### src/rtl/assoc_cache.sv
// Two-way set-associative, write-through, no-write-allocate cache with a zero-latency read-hit path.
// Optional hit/miss performance counters are compiled in with CACHE_PERF_CNT_EN.
module assoc_cache #(
  parameter int SET_BITS  = 3,
  parameter int WORD_BITS = 1
) (
  input  logic        clk,
  input  logic        rst_n,
  input  logic        req_valid,
  input  logic        req_we,
  input  logic [31:0] req_addr,
  input  logic [31:0] req_wdata,
  output logic        req_ready,
  output logic [31:0] rdata,
  output logic        hit,
  output logic        mem_req,
  output logic        mem_we,
  output logic [31:0] mem_addr,
  output logic [31:0] mem_wdata,
  input  logic [31:0] mem_rdata,
  input  logic        mem_ack
`ifdef CACHE_PERF_CNT_EN
  ,
  output logic [31:0] hit_count,
  output logic [31:0] miss_count
`endif
);

  localparam int SETS   = 1 << SET_BITS;
  localparam int WORDS  = 1 << WORD_BITS;
  localparam int TAG_W  = 30 - SET_BITS - WORD_BITS;
  localparam int SET_LO = 2 + WORD_BITS;
  localparam int TAG_LO = SET_LO + SET_BITS;

  typedef enum logic [1:0] {
    IDLE   = 2'd0,
    REFILL = 2'd1,
    WRITE  = 2'd2
  } state_t;

  state_t state, state_nxt;

  logic [TAG_W-1:0]     req_tag;
  logic [SET_BITS-1:0]  req_set;
  logic [WORD_BITS-1:0] req_word;

  assign req_tag  = req_addr[31:TAG_LO];
  assign req_set  = req_addr[TAG_LO-1:SET_LO];
  assign req_word = req_addr[SET_LO-1:2];

  logic [SETS-1:0]  valid [2];
  logic [SETS-1:0]  lru;
  logic [TAG_W-1:0] tags [2][SETS];
  logic [31:0]      data [2][SETS][WORDS];

  logic [WORD_BITS-1:0] cnt;
  logic                 victim;
  logic                 victim_sel;

  logic hit0, hit1, hit_way;
  logic read_hit, write_hit, start_refill, refill_store, refill_last;

  assign hit0    = valid[0][req_set] && (tags[0][req_set] == req_tag);
  assign hit1    = valid[1][req_set] && (tags[1][req_set] == req_tag);
  assign hit     = hit0 | hit1;
  assign hit_way = hit1 & ~hit0;

  always_comb begin
    rdata = 32'h0;
    if (hit0)
      rdata = data[0][req_set][req_word];
    else if (hit1)
      rdata = data[1][req_set][req_word];
  end

  // Invalid ways are filled before anything valid is evicted, way 0 first.
  always_comb begin
    if (!valid[0][req_set])
      victim_sel = 1'b0;
    else if (!valid[1][req_set])
      victim_sel = 1'b1;
    else
      victim_sel = lru[req_set];
  end

  always_ff @(posedge clk or negedge rst_n) begin
    if (!rst_n)
      state <= IDLE;
    else
      state <= state_nxt;
  end

  always_comb begin
    state_nxt    = state;
    req_ready    = 1'b0;
    mem_req      = 1'b0;
    mem_we       = 1'b0;
    mem_addr     = 32'h0;
    mem_wdata    = 32'h0;
    read_hit     = 1'b0;
    write_hit    = 1'b0;
    start_refill = 1'b0;
    refill_store = 1'b0;
    refill_last  = 1'b0;
    case (state)
      IDLE: begin
        if (req_valid) begin
          if (!req_we) begin
            if (hit) begin
              req_ready = 1'b1;
              read_hit  = 1'b1;
            end else begin
              start_refill = 1'b1;
              state_nxt    = REFILL;
            end
          end else begin
            write_hit = hit;
            state_nxt = WRITE;
          end
        end
      end
      REFILL: begin
        mem_req  = 1'b1;
        mem_addr = {req_tag, req_set, cnt, 2'b00};
        if (mem_ack) begin
          refill_store = 1'b1;
          if (cnt == {WORD_BITS{1'b1}}) begin
            refill_last = 1'b1;
            state_nxt   = IDLE;
          end
        end
      end
      WRITE: begin
        mem_req   = 1'b1;
        mem_we    = 1'b1;
        mem_addr  = req_addr;
        mem_wdata = req_wdata;
        req_ready = mem_ack;
        if (mem_ack)
          state_nxt = IDLE;
      end
      default: state_nxt = IDLE;
    endcase
  end

  // The victim is invalidated up front so an interrupted refill never exposes a mixed line.
  always_ff @(posedge clk or negedge rst_n) begin
    if (!rst_n) begin
      valid[0] <= '0;
      valid[1] <= '0;
      lru      <= '0;
      cnt      <= '0;
      victim   <= 1'b0;
    end else begin
      if (start_refill) begin
        victim                    <= victim_sel;
        valid[victim_sel][req_set] <= 1'b0;
        cnt                       <= '0;
      end
      if (refill_store)
        cnt <= cnt + 1'b1;
      if (refill_last) begin
        valid[victim][req_set] <= 1'b1;
        lru[req_set]           <= ~victim;
      end
      if (read_hit || write_hit)
        lru[req_set] <= ~hit_way;
    end
  end

  always_ff @(posedge clk) begin
    if (refill_store)
      data[victim][req_set][cnt] <= mem_rdata;
    if (refill_last)
      tags[victim][req_set] <= req_tag;
    if (write_hit)
      data[hit_way][req_set][req_word] <= req_wdata;
  end

`ifdef CACHE_PERF_CNT_EN
  always_ff @(posedge clk or negedge rst_n) begin
    if (!rst_n) begin
      hit_count  <= 32'h0;
      miss_count <= 32'h0;
    end else begin
      if (read_hit && (hit_count != 32'hFFFF_FFFF))
        hit_count <= hit_count + 32'd1;
      if (start_refill && (miss_count != 32'hFFFF_FFFF))
        miss_count <= miss_count + 32'd1;
    end
  end
`endif

endmodule

### config.mk
export PLATFORM = sky130hd
export DESIGN_NAME = assoc_cache
export DESIGN_NICKNAME = d
export VERILOG_FILES = /design/src/rtl/assoc_cache.sv
export SDC_FILE = /design/constraint.sdc
export NUM_CORES = 1
export LEC_CHECK = 0
export CAP_MARGIN = 20
export CORE_MARGIN = 8
export CORE_UTILIZATION = 30
export DETAILED_ROUTE_END_ITERATION = 10
export SETUP_SLACK_MARGIN = 0.4
export SLEW_MARGIN = 20
export SYNTH_ARGS = -nofsm -noshare
export SYNTH_HDL_FRONTEND = slang
export SYNTH_SLANG_ARGS = --single-unit
export TNS_END_PERCENT = 20
### constraint.sdc
create_clock -name clk -period 4.8 [get_ports clk]
set_input_delay 0.96 -clock clk [delete_from_list [all_inputs] [get_ports clk]]
set_output_delay 0.96 -clock clk [all_outputs]
set_load 0.02 [all_outputs]
== Word-level counts from Yosys, hierarchy flattened ==
Memory sizes are Yosys's and may differ from the RTL's.
Cells that the tools add are included.
Operators by class
  add/sub/neg operators: 1
  reductions and logical operators: 14
  bitwise gates (word level): 13
  muxes and demuxes: 89
  $lt $le $gt $ge: 12
  equal/unequal tests: 9
Operators with widths (count)
  2-to-1 mux 512 bit: 4
  OR reduction 512 bit: 1
  binary-select mux 64 bit (select 3 bit): 2
  demux 64 bit (select 3 bit): 2
  2-to-1 mux 64 bit: 6
  2-to-1 mux 32 bit: 11
  2-to-1 mux 208 bit: 1
  binary-select mux 26 bit (select 3 bit): 2
  2-to-1 mux 26 bit: 5
  demux 26 bit (select 3 bit): 1
  demux 32 bit (select 1 bit): 2
  case mux 32 bit (2 select lines): 1
  == test 26 bit: 2
  2-to-1 mux 16 bit: 2
  2-to-1 mux 8 bit: 4
  2-to-1 mux 1 bit: 30
  AND 16 bit: 1
  bitwise mux 8 bit: 2
  demux 8 bit (select 1 bit): 2
  inverter 16 bit: 1
  bitwise OR 16 bit: 1
  2-to-1 mux 2 bit: 6
  binary-select mux 1 bit (select 3 bit): 3
  >= comparator 2 bit, second input constant: 4
  other kinds (24): 42
Word-level totals
  logic and storage cells: 146
  register bits after elaboration: 28
  memories: 2
  memory bits (writable): 1440
Memories
  data: depth 2, width 512, rd ports 2, clocked after Yosys merged registers in 0, wr ports 1, line 54  | logic [31:0] data [2][SETS][WORDS];
  tags: depth 2, width 208, rd ports 2, clocked after Yosys merged registers in 0, wr ports 1, line 53  | logic [TAG_W-1:0] tags [2][SETS];

== Logic depth before layout (Yosys ltp) ==
  depth after elaboration: 14
  gate-level depth with buffers: 17

== Least setup slack after synthesis ==
No wires, ideal clock.
  path kind: input to register
  start: input req_addr[3]
  end: memory data[1][0] (netlist name), enable pin
  stages: 14
  data arrival time: 4.782 ns
  path slack: -0.403 ns
  buffers on the path: 6
  library setup time: 0.421 ns
  data required time: 4.379 ns
  cells stage by stage: buf_6 > buf_6 > buf_6 > buf_4 > buf_4 > mux2i_1 > a221oi_1 > xor2_1 > nor4_1 > and4_1 > buf_2 > mux2i_1 > a21oi_2 > nor2_1
On the way
  word-level cells in the longest chain between the ends: 14
  elaborated cells on any way between the ends: 34
RTL lines
  start, declared: line 11  | input logic [31:0] req_addr,
  inverter 3 -> 4 bit (not written as such)
  binary-select mux 26 bit (select 3 bit) (on tied branches): line 63, 64
  2-to-1 mux 26 bit (on tied branches) (2 in a row): line 63, 64
  == test 26 bit (on tied branches): line 63, 64
  logical AND 1 bit (on tied branches): line 63, 64
  bitwise OR 1 bit: line 65  | assign hit = hit0 | hit1;
  2-to-1 mux 1 bit: line 108  | if (!req_we) begin
  2-to-1 mux 1 bit: line 107  | if (req_valid) begin
  2-to-1 mux 1 bit: line 105  | case (state)
  2-to-1 mux 1 bit: line 176  | if (write_hit)
  2-to-1 mux 512 bit (not written as such): line 177  | data[hit_way][req_set][req_word] <= req_wdata;
  OR reduction 512 bit (no line)
  2-to-1 mux 1 bit (no line) / 2-to-1 mux 512 bit (equally long branches)
  end, declared: line 54
Parallel ways exist; a longest one is shown, timed or not. The select of a mux whose other input is x is not followed.

== Final worst setup path ==
  start: input req_addr[5]
  end: output rdata[12]
On the way
  word-level cells in the longest chain between the ends: 9
  elaborated cells on any way between the ends: 29
RTL lines
  parallel branches: the longest is 8 deep, another holds 2-to-1 mux 32 bit
  2-to-1 mux 32 bit *: line 70  | if (hit0)
  end, declared: line 14  | output logic [31:0] rdata,
Every way passes the cells marked *. The select of a mux whose other input is x is not followed.

==> results.yml <==
run_status:
  status: "finished, violations left"
  violations: "negative setup slack"
yosys:
  synth_mux_area_frac: 0.1005
  netlist_top_cells_area: "edfxtp_1, mux2i_1, mux4_2"
  synth_top_family_by_area: "multiplexers"
  synth_top_cell_by_area: "edfxtp_1"
  yosys.area_share.simple: 0.03671
  synthDistinctLibCells: 65
  synthAdderAreaFrac: 0.0006444
  syn_inst: 3428
  async_flop_share: 0.01907
  synth_area_per_cell_um2: 16.99
  ys.flop_type: "edfxtp_1"
  synth_area_um2: 58250
  synth-xor-area-share: 0.002406
  synth.yosys.seq_area_share: 0.7543
  yosys_register_bits: 1468
  synth_warnings: 0
  postSynthNetCount: 3532
  synth-compound-area-share: 0.08643
  synth_top_area_share: 0.7423
  synth_edf_count: 1440
cells_and_area:
  fin_nets: 4147
  drive_gt1_frac: 0.2550
  synthToLayoutAreaGrowth_pct: 27.10
  fillCellCount: 17460
  final_area_um2: 74040
global_route:
  grt_max_degree: 96
  grt_pass1_wl_um: 257100
  antenna_found_initial: 3
  overflow: 0
  grt_pass1_vias: 34870
  grt.total_usage: 0.1672
route:
  drtIter0Drc: 4069
  via_per_inst: 5.319
  antenna_left: 0
  vias: 35540
  firstDrtPassIters: 6
  drt_wl_total_um: 182400
  wl_per_cell_um: 27.30
  post-route-drc-count: 0
floorplan:
  die_w_um: 456.7
  row_count: 161
  ios: 201
  core_um2: 192800
  initial_core_util: 0.3022
  die_h_um: 456.7
  die_area_um2: 208500
timing:
  final.period_utilization: 1.046
  rsz0062_at_grt: "yes"
  setup_ws_ns: -0.2220
  slew_headroom: 0.3524
  tightestPinTransition_ns: 0.9613
  fmax_mhz: 199.1
  drv_slew: 0
  layout_min_cycle_time_ns: 5.022
  skew_ns: 0.06584
  setup_viol_count_final: 30
  hold_viol_final: 0
clock_tree:
  cts_max_path_buffers: 3
  cts_tree: "built"
  cts-buffers-inserted: 147
  htree_num_levels: 4
  cts_hold_buf: 0
  cts_num_sinks: 1468
  worstSkewPairLatency_ns: 0.80
  root_buffer: "clkbuf_16"
  path_clk_slew_ns: 0.06
worst_hold_path:
  min_path_type: "reg -> reg"
power:
  ir_drop_v: 0.0002301
  total_leakage_power_nw: 24.58
  powerDensity_nw_per_um2: 383.6
worst_setup_path:
  cp-start-kind: "input pin"
  criticalPathCategory: "in -> out"
  critPathCaptureType: "primary output"
  crit_arrival_ns: 4.06
  r2r_slack_ns: 0.73
  cp.required_ns: 3.84
  crit_fanout: 11
placement:
  preCtsSetupSlack_ns: -0.8111
  portBuffers: 200
  place_area_um2: 67770
  gp_congestion: 0.8148
  hpwl_um: 112300
run:
  maxCapViolCount: 0
==> stage by stage <==
stage	hold slack, ns	instances	power, mW	util	TNS, ns
finish	0.5110	6682	28.40	0.3841	-3.693
global route	0.5418	6679	29.23	0.3840	-6.601
CTS	0.5046	6659	28.57	0.3815	-6.761
detailed placement	0.4909	6371	17.53	0.3515	-806.93
global placement	0.4789	6371	17.49	0.3515	-743.98
floorplan	0.4640	3428	16.00	-	0
==> cells by family (layout without fill, tap and decap cells) <==
family	count (synthesis)	after routing
flops	1468	1468
simple gates	455	455
other cells	0	3
xor+xnor	16	16
mux	493	493
compound gates	760	760
fa+ha+maj	3	3
buf+inv	233	958
==> synth_stat cells, drive strengths merged, types with 8 or more instances <==
master	count
edfxtp	1440
mux2i	290
a21oi	168
nor2	165
o21ai	146
mux2	144
clkbuf	129
a22oi	116
nand2	111
o22ai	100
buf	95
and2	69
a221oi	63
mux4	59
o221ai	38
nand3	36
and3	30
dfrtp	28
o211ai	20
o31ai	17
a211oi	14
xnor2	12
o2111ai	9
a221o	8
inv	8
o22a	8
==> power by group <==
group          leakage, nW  internal, mW  switching (mW)
registers             13.3          14.3          0.0792
clock network         2.23          6.16            4.91
logic                 9.03          1.18            1.80
==> sequential cells by signal (all words and copies together), names as in the netlist <==
name,flops
data,1024
tags,416
valid,16
lru,8
state,2
cnt,1
victim,1
==> worst paths after layout <==
path / startpoint / depth (start not counted) / end
max: req_addr[5] / 16 / rdata[12]
min: valid[5] / 2 / valid[5]
max reg2reg: tags[0][206] / 13 / data[1][44]
min reg2reg: valid[5] / 2 / valid[5]
max in group asynchronous: rst_n / 2 / valid[6]
min in group asynchronous: rst_n / 2 / state[1]
==> repair_timing <==
| item | 4_1_cts | 5_1_grt |
|---|---|---|
| pin swaps | 39 | 25 |
| setup buffers | 22 | 16 |
| gates resized for setup | 217 | 54 |
| gates cloned | 7 | 3 |
| setup endpoints to repair | 1279 | 34 |
==> routing by layer <==
metal	vias up	global-route usage	routed length [um]	part of all wire
met4	0	0.05992	6493	0.036
met2	1749	0.2718	86280	0.47
li1	15050	-	-	-
met1	18430	0.2251	74550	0.41
met5	-	0	0	0
met3	316	0.03004	15100	0.083
==> worst max-delay path, cell delays in order <==
cell and delay [ns]:
buf_12 0.13, buf_6 0.13, nor2_4 0.17, buf_12 0.17, buf_12 0.11, buf_6 0.09
a22oi_2 0.07, a21oi_1 0.15, o22a_1 0.24, nand4_1 0.20, or4_4 0.68, buf_12 0.21
buf_12 0.15, or3_4 0.34, o21ai_4 0.08, buf_12 0.14
==> area by class of cell <==
class | instances | area [um^2] | share of cell area
antenna | 3 | 7.507 | 0.0001014
clock buffer | 175 | 3826 | 0.05168
clock inverter | 84 | 772.0 | 0.01043
inverter | 9 | 35.03 | 0.0004732
multi-input combinational | 1727 | 14280 | 0.1928
sequential | 1468 | 43940 | 0.5935
tap | 2526 | 3161 | 0.04269
timing repair buffer | 690 | 8023 | 0.1084
==> cells in the final DEF (no fill, tap or decap), types with 111 or more instances in the layout <==
| cell | n |
|---|---|
| nor2_1 | 111 |
| mux2_2 | 112 |
| buf_12 | 154 |
| a21oi_1 | 163 |
| mux2i_1 | 285 |
| clkdlybuf4s50_1 | 161 |
| clkbuf_16 | 152 |
| buf_4 | 307 |
| edfxtp_1 | 1440 |
| o21ai_0 | 116 |
No activity file was read; power rests on OpenSTA's default activity.
